File: src/rtl/muldiv_unit.sv
// Iterative multiply/divide unit: radix-2 shift-add multiply and restoring divide,
// one step per cycle, signed handling via magnitude datapath plus final sign fix-up.
module muldiv_unit #(
  parameter int WIDTH = 32
) (
  input  logic             clk,
  input  logic             rst,
  input  logic             start,
  input  logic [1:0]       op,
  input  logic [WIDTH-1:0] srcLeft,
  input  logic [WIDTH-1:0] srcRight,
  input  logic             cancel,
  output logic             busy,
  output logic             stall,
  output logic             done,
  output logic [WIDTH-1:0] hi,
  output logic [WIDTH-1:0] lo,
  output logic             divByZero,
  output logic [1:0]       dbgState
);

  localparam int CW = $clog2(WIDTH + 1);

  typedef enum logic [1:0] {IDLE, MUL, DIV, DONE} stateT;

  stateT state, nextState;

  logic [CW-1:0]        count;
  logic [WIDTH-1:0]     operand;    // multiplicand or divisor magnitude
  logic [2*WIDTH-1:0]   acc;        // {product hi / remainder, multiplier / quotient}
  logic                 negLo, negHi, isDiv, zeroPend;

  logic                 accept, lastStep, signedOp, leftNeg, rightNeg, zeroDiv;
  logic [WIDTH-1:0]     leftMag, rightMag;
  logic [WIDTH:0]       mulSum, divShift, divDiff;
  logic                 divFits;
  logic [2*WIDTH-1:0]   prodFix;
  logic [WIDTH-1:0]     remFix, quotFix;

  // Handshake: start is a request taken only in IDLE without cancel; stall tells the
  // issuing pipeline to hold while a request is being taken or an operation runs.
  assign accept   = (state == IDLE) && start && !cancel;
  assign busy     = (state == MUL) || (state == DIV);
  assign stall    = busy || accept;
  assign dbgState = state;
  assign lastStep = (count == CW'(WIDTH - 1));

  assign signedOp = !op[0];
  assign leftNeg  = signedOp && srcLeft[WIDTH-1];
  assign rightNeg = signedOp && srcRight[WIDTH-1];
  assign leftMag  = leftNeg ? -srcLeft : srcLeft;
  assign rightMag = rightNeg ? -srcRight : srcRight;
  assign zeroDiv  = op[1] && (srcRight == '0);

  assign mulSum   = {1'b0, acc[2*WIDTH-1:WIDTH]} + (acc[0] ? {1'b0, operand} : '0);
  assign divShift = {acc[2*WIDTH-1:WIDTH], acc[WIDTH-1]};
  assign divDiff  = divShift - {1'b0, operand};
  assign divFits  = !divDiff[WIDTH];

  assign prodFix  = negLo ? -acc : acc;
  assign remFix   = negHi ? -acc[2*WIDTH-1:WIDTH] : acc[2*WIDTH-1:WIDTH];
  assign quotFix  = negLo ? -acc[WIDTH-1:0] : acc[WIDTH-1:0];

  always_ff @(posedge clk or posedge rst) begin
    if (rst) state <= IDLE;
    else     state <= nextState;
  end

  always_comb begin
    nextState = state;
    case (state)
      IDLE: if (accept) nextState = zeroDiv ? DONE : (op[1] ? DIV : MUL);
      MUL, DIV: begin
        if (cancel)        nextState = IDLE;
        else if (lastStep) nextState = DONE;
      end
      DONE: nextState = IDLE;
      default: nextState = IDLE;
    endcase
  end

  always_ff @(posedge clk or posedge rst) begin
    if (rst) begin
      count     <= '0;
      operand   <= '0;
      acc       <= '0;
      negLo     <= 1'b0;
      negHi     <= 1'b0;
      isDiv     <= 1'b0;
      zeroPend  <= 1'b0;
      hi        <= '0;
      lo        <= '0;
      done      <= 1'b0;
      divByZero <= 1'b0;
    end else begin
      done <= 1'b0;
      case (state)
        IDLE: if (accept) begin
          count     <= '0;
          operand   <= rightMag;
          isDiv     <= op[1];
          zeroPend  <= zeroDiv;
          divByZero <= 1'b0;
          if (zeroDiv) begin
            // Raw dividend goes straight to hi; no sign fix-up applies.
            acc   <= {srcLeft, {WIDTH{1'b1}}};
            negLo <= 1'b0;
            negHi <= 1'b0;
          end else begin
            acc   <= {{WIDTH{1'b0}}, leftMag};
            negLo <= leftNeg ^ rightNeg;
            negHi <= op[1] && leftNeg;
          end
        end
        MUL: if (!cancel) begin
          acc   <= {mulSum, acc[WIDTH-1:1]};
          count <= count + CW'(1);
        end
        DIV: if (!cancel) begin
          acc   <= {(divFits ? divDiff[WIDTH-1:0] : divShift[WIDTH-1:0]),
                    acc[WIDTH-2:0], divFits};
          count <= count + CW'(1);
        end
        DONE: begin
          hi        <= isDiv ? remFix  : prodFix[2*WIDTH-1:WIDTH];
          lo        <= isDiv ? quotFix : prodFix[WIDTH-1:0];
          done      <= 1'b1;
          divByZero <= zeroPend;
        end
        default: ;
      endcase
    end
  end

endmodule
File: config.mk
export PLATFORM = sky130hd
export DESIGN_NAME = muldiv_unit
export DESIGN_NICKNAME = d
export VERILOG_FILES = /design/src/rtl/muldiv_unit.sv
export SDC_FILE = /design/constraint.sdc
export NUM_CORES = 1
export LEC_CHECK = 0
export BUFFER_PORTS_ARGS = -buffer_cell sky130_fd_sc_hd__buf_2
export CAP_MARGIN = 20
export CORE_MARGIN = 2
export CORE_UTILIZATION = 50
export CTS_CLUSTER_DIAMETER = 40
export DETAILED_ROUTE_END_ITERATION = 8
export PLACE_DENSITY_LB_ADDON = 0.1
export SYNTH_ARGS = -nofsm -noshare
export SYNTH_HDL_FRONTEND = slang
export SYNTH_SLANG_ARGS = --single-unit
File: constraint.sdc
create_clock -name clk -period 5.12 [get_ports clk]
set_clock_uncertainty 0.05 [all_clocks]
set_input_delay 0.256 -clock clk [delete_from_list [all_inputs] [get_ports clk]]
set_output_delay 0.256 -clock clk [all_outputs]
set_load 0.005 [all_outputs]
==> After elaboration in Yosys (flattened, before gate mapping) <==
Cells that the tools add are included.
W data, S select, Z words.
{ "op_classes": {"add_sub_neg": 8, "bitwise_logic": 1, "n_mux": 28, "n_reduce_logical": 22, "n_div": 0, "n_mul": 0, "eq_ne": 9, "shifts": 0, "magnitude_cmp": 0} }
{ "ops": {"columns": ["operator", "count"], "rows": [
  ["$mux W64", 5],
  ["$mux W32", 8],
  ["$pmux W64 S3", 1],
  ["$neg A32 Y32", 4],
  ["$neg A64 Y64", 1],
  ["$add A32 B32 Y33", 1],
  ["$sub A33 B32 Y33", 1],
  ["$logic_not A32 Y1", 1],
  ["$mux W6", 2],
  ["$pmux W6 S2", 1],
  ["$mux W2", 5],
  ["$ne A2 B2 Y1 const B", 4],
  ["$add A6 B1 Y6 const B", 1],
  ["$eq A6 B5 Y1 const B", 1],
  ["$logic_and A1 B1 Y1", 6],
  ["$pmux W2 S3", 1],
  ["$reduce_and A2 Y1", 3],
  ["$eq A2 B2 Y1 const B", 2],
  ["$mux W1", 4],
  ["$reduce_and A4 Y1", 1],
  ["$reduce_bool A2 Y1", 2],
  ["$logic_not A1 Y1", 3],
  ["$ne A3 B1 Y1 const B", 1],
  ["$reduce_and A3 Y1", 1],
  ["7 further kinds", 8]
]} }
{ "word_totals": {"n_memories": 0, "elab_cells": 80, "ramBits": 0, "ff_bits": 174, "latchBits": 0, "mem_bits_ro": 0, "in_bits": 70, "output_inout_bits": 70} }

==> Depth between registers and ports, before layout <==
{ "depth": {"depth_word": 6, "ltp_mapped": 14, "ltp_nobuf": 13} }

==> Least setup slack after synthesis <==
No wires, ideal clock.
{ "synth_timing": {"kind": "register -> register", "startpoint": "register acc[31]", "endpoint": "register acc[47]", "path_buffers": 1, "setup_time_ns": 0.128, "stages_incl_launch_ff": 14, "period_less_slack_ns": 3.673, "required_ns": 4.942, "arrival_ns": 3.496, "slack_ns": 1.447, "cell_sequence": "dfrtp_1 inv_1 ha_1 fa_1 nand2b_1 a211oi_1 o2111ai_1 a311oi_1 nor3_1 nor2_2 buf_4 mux2_2 a221oi_1 nor3_1"} }
{ "synth_between": {"elab_chain_len": 4} }
{ "synth_lines": {"columns": ["item", "line", "text"], "rows": [
  ["start, declared", "30", "logic [2*WIDTH-1:0] acc;"],
  ["start signal, assigned", "106", "acc <= {srcLeft, {WIDTH{1'b1}}};"],
  ["start signal, assigned", "110", "acc <= {{WIDTH{1'b0}}, leftMag};"],
  ["start signal, assigned", "116", "acc <= {mulSum, acc[WIDTH-1:1]};"],
  ["$sub A33 B32 Y33", "57", "assign divDiff = divShift - {1'b0, operand};"],
  ["$mux W32", "120", "acc <= {(divFits ? divDiff[WIDTH-1:0] : divShift[WIDTH-1:0]),"],
  ["$mux W64", "119", "DIV: if (!cancel) begin"],
  ["$pmux W64 S3", "97", "case (state)"]
]} }
No other way between the ends. The select of a mux whose other input is x is not followed.
A chain may end at the register's enable or synchronous reset.

==> Final worst setup path <==
{ "layout_timing": {"startpoint": "register acc[31]", "endpoint": "register acc[56]"} }
Same word-level chain as after synthesis.

==> key figures <==
Logic synthesis
  – Dominant synthesized flop cell: dfrtp_1
  – Syn Nets: 1904
  – Mean Syn Cell Area: 8.08 sq um
  – Syn Inst Count: 1759
  – FFs w/ async S/R, synth: 100%
  – Largest area contributor in the netlist: dfrtp_1
  – EDFF count, synth: 0
  – Top cell type's share of synthesized area: 30.7%
  – Synth top area cells: dfrtp_1 (31%), ha_1 (6.4%), xor2_1 (5.9%)
  – Top-count cell post-synth: nor2_1
  – Post-synth top cells: nor2_1 (181), dfrtp_1 (174), a21oi_1 (166)
  – Post-synth cell types: 72
  – Register bit total from synthesis: 174
  – Cell area after synthesis: 14200 sq um
  – Seq/Total Area, Yosys: 30.7%
  – Syn. warnings: 0

Hold path
  – WHS Path Cells: 3
  – Hold crit path type: in2reg

Global route
  – GRT Total Usage: 30.7%
  – Vias in the first global route: 12700
  – Initial antenna violation count: 0
  – Largest net degree at the start of global routing: 120
  – First-pass GRT wire length: 72.7 mm
  – Grt ovf: 0

CTS
  – # H-tree levels: 4
  – Post-CTS Setup Bufs: 0
  – Clock sinks: 174
  – Worst-Skew Late Latency: 0.46 ns
  – CTS tree: yes
  – Clk buf depth: 2
  – Worst-path clk slew: 0.09 ns
  – Root buf cell: clkbuf_16
  – Num CTS Buffers: 17

Die
  – Row Count: 61
  – Initial core utilization: 51.0%
  – Core box area: 27900 sq um
  – Die H: 173 um
  – Die Area: 29800 sq um
  – Die width: 173 um
  – Ports: 140

Setup path
  – Startpoint Class: register
  – Worst Setup Path Type: reg2reg
  – R2R cell count: 12
  – WP data required: 5.46 ns
  – Worst Path Arrival: 4.76 ns
  – Crit-path max FO: 8
  – Worst Setup End Kind: register

STA
  – Final Worst Setup Slack: 0.705 ns
  – Tmin final: 4.42 ns
  – Max-slew violations: 0
  – Worst slew margin: 25.7%
  – Final Hold Fails: 0
  – Setup-violating endpoint count in the final report: 0
  – RSZ-0062 raised after global routing: false
  – TNS Setup: 0 ns
  – Final worst-path cycle share: 86.2%
  – Worst slew pin tran: 1.11 ns
  – Fmax: 226 MHz

Placed design
  – Post-placement setup slack: 0.880 ns
  – Detailed placement HPWL: 34.6 mm
  – Placed insts: 2204
  – Routability Congestion: 0.962
  – Port bufs: 139

Routing
  – Avg WL per Cell: 20.7 um
  – Number of DRC markers in iteration 0: 1263
  – Antenna Violating Nets Remaining: 0
  – Post-Route WL: 46.4 mm
  – DRT Pass-1 Iters: 5
  – Via count: 13600
  – DR DRC count: 0
  – Vias per inst: 6.08

Pwr
  – Sw frac: 51.6%
  – Clock network power share: 11.3%
  – Leakage: 0.00700 uW
  – Psw: 6520 uW
  – Seq pwr share: 22.1%
  – Peak VDD IR: 0.318 mV
  – Logic gate share of total power: 66.7%
  – Pwr per Cell Area: 795 nW/um^2
  – P_int: 6110 uW

Status
  – Status: finished clean

Final layout
  – Nets: 1991
  – Share of layout cells above drive strength 1: 14.2%
  – Layout area overhead: 11.8%
  – Antenna fix cells: 0
  – Fillers: 2692
  – Non-Filler Instances: 2237

Flow run
  – Total of max-cap violations: 0
[sequential cells by signal, summed over array words and instances (netlist names)]
signal and cells:
negHi 1, isDiv 1, zeroPend 1, divByZero 1
negLo 1, done 1, hi 32, lo 32
acc 64, dbgState 2, operand 32, count 6
[final cells by class]
| class | instances | area, sq um | area share [%] |
|---|---|---|---|
| Multi-Input combinational cell | 1417 | 9220 | 58.0 |
| Sequential cell | 174 | 4350 | 27.4 |
| Timing Repair Buffer | 173 | 966 | 6.08 |
| Tap cell | 378 | 473 | 2.98 |
| Clock buffer | 17 | 425 | 2.68 |
| Inverter | 63 | 241 | 1.52 |
| Clock inverter | 15 | 204 | 1.28 |
[through the flow]
stage	total power [uW]	utilization [%]	instance area [sq um]	hold slack, ns
floorplan	8580	-	14200	0.302
global placement	11000	54.7	15200	0.294
detailed placement	11000	54.7	15200	0.296
CTS	12500	57.0	15900	0.0583
global route	13600	57.0	15900	0.0912
finish	12600	57.0	15900	0.0560
[critical path, cell delays in order (launching register included)]
cell and delay (ns):
dfrtp_1 0.42, inv_1 0.11, ha_1 0.23, fa_1 0.41, nand2b_1 0.22, a211oi_1 0.39, o2111ai_1 0.39, a311oi_1 0.64
o21ai_0 0.26, a21oi_1 0.70, a221oi_1 0.20, a21boi_0 0.22, a31o_2 0.12
[per-layer routing]
metal	up-vias	routed length (um)	track usage, %
met2	509	20200	46.6
li1	6548	-	-
met3	68	3730	6.71
met5	-	0	0
met1	6470	21500	44.1
met4	0	950	8.16
[power by group through the flow]
stage | clock network (uW) | logic (uW) | registers, uW
after floorplan | 0 | 5990 | 2590
after global placement | 0 | 8230 | 2770
after detailed placement | 0 | 8250 | 2790
after CTS | 1430 | 8300 | 2770
after global routing | 1480 | 9220 | 2890
final | 1420 | 8420 | 2790
[final timing paths]
kind / start / endpoint / slack [ns]
worst min-delay path: srcRight[29] / operand[29] / 0.06
min in group asynchronous: rst / count[0] / 0.34
max in group asynchronous: rst / hi[12] / 3.60
worst max register to register: acc[31] / acc[56] / 0.70
worst max-delay path: acc[31] / acc[56] / 0.70
worst min register to register: operand[7] / operand[7] / 0.43
[logic make-up (layout without fill, tap and decap cells)]
family	after synthesis	count (layout)	share of synthesized area, %
buf+inv	168	268	4.68
flops	174	174	30.7
compound gates	589	589	26.5
mux	38	38	2.95
fa+ha+maj	75	75	6.71
simple gates	546	546	18.0
xor+xnor	169	169	10.4
[what timing repair did]
item / 4_1_cts / 5_1_grt
resized for setup: 0 / 0
hold buffers: 1 / 0
hold endpoints to repair: 55 / 0
[cells in the final DEF, fill, tap and decap left out, types with 49 or more instances in the layout]
master     n
nand2_1  149
o21ai_0  138
ha_1      69
a21oi_1  166
nor2_1   180
nor3_1    49
dfrtp_1  174
xor2_1    95
buf_2    139
xnor2_1   74
a21o_1    50
inv_1     62
Note: power is estimated with default switching activity, not from simulation.
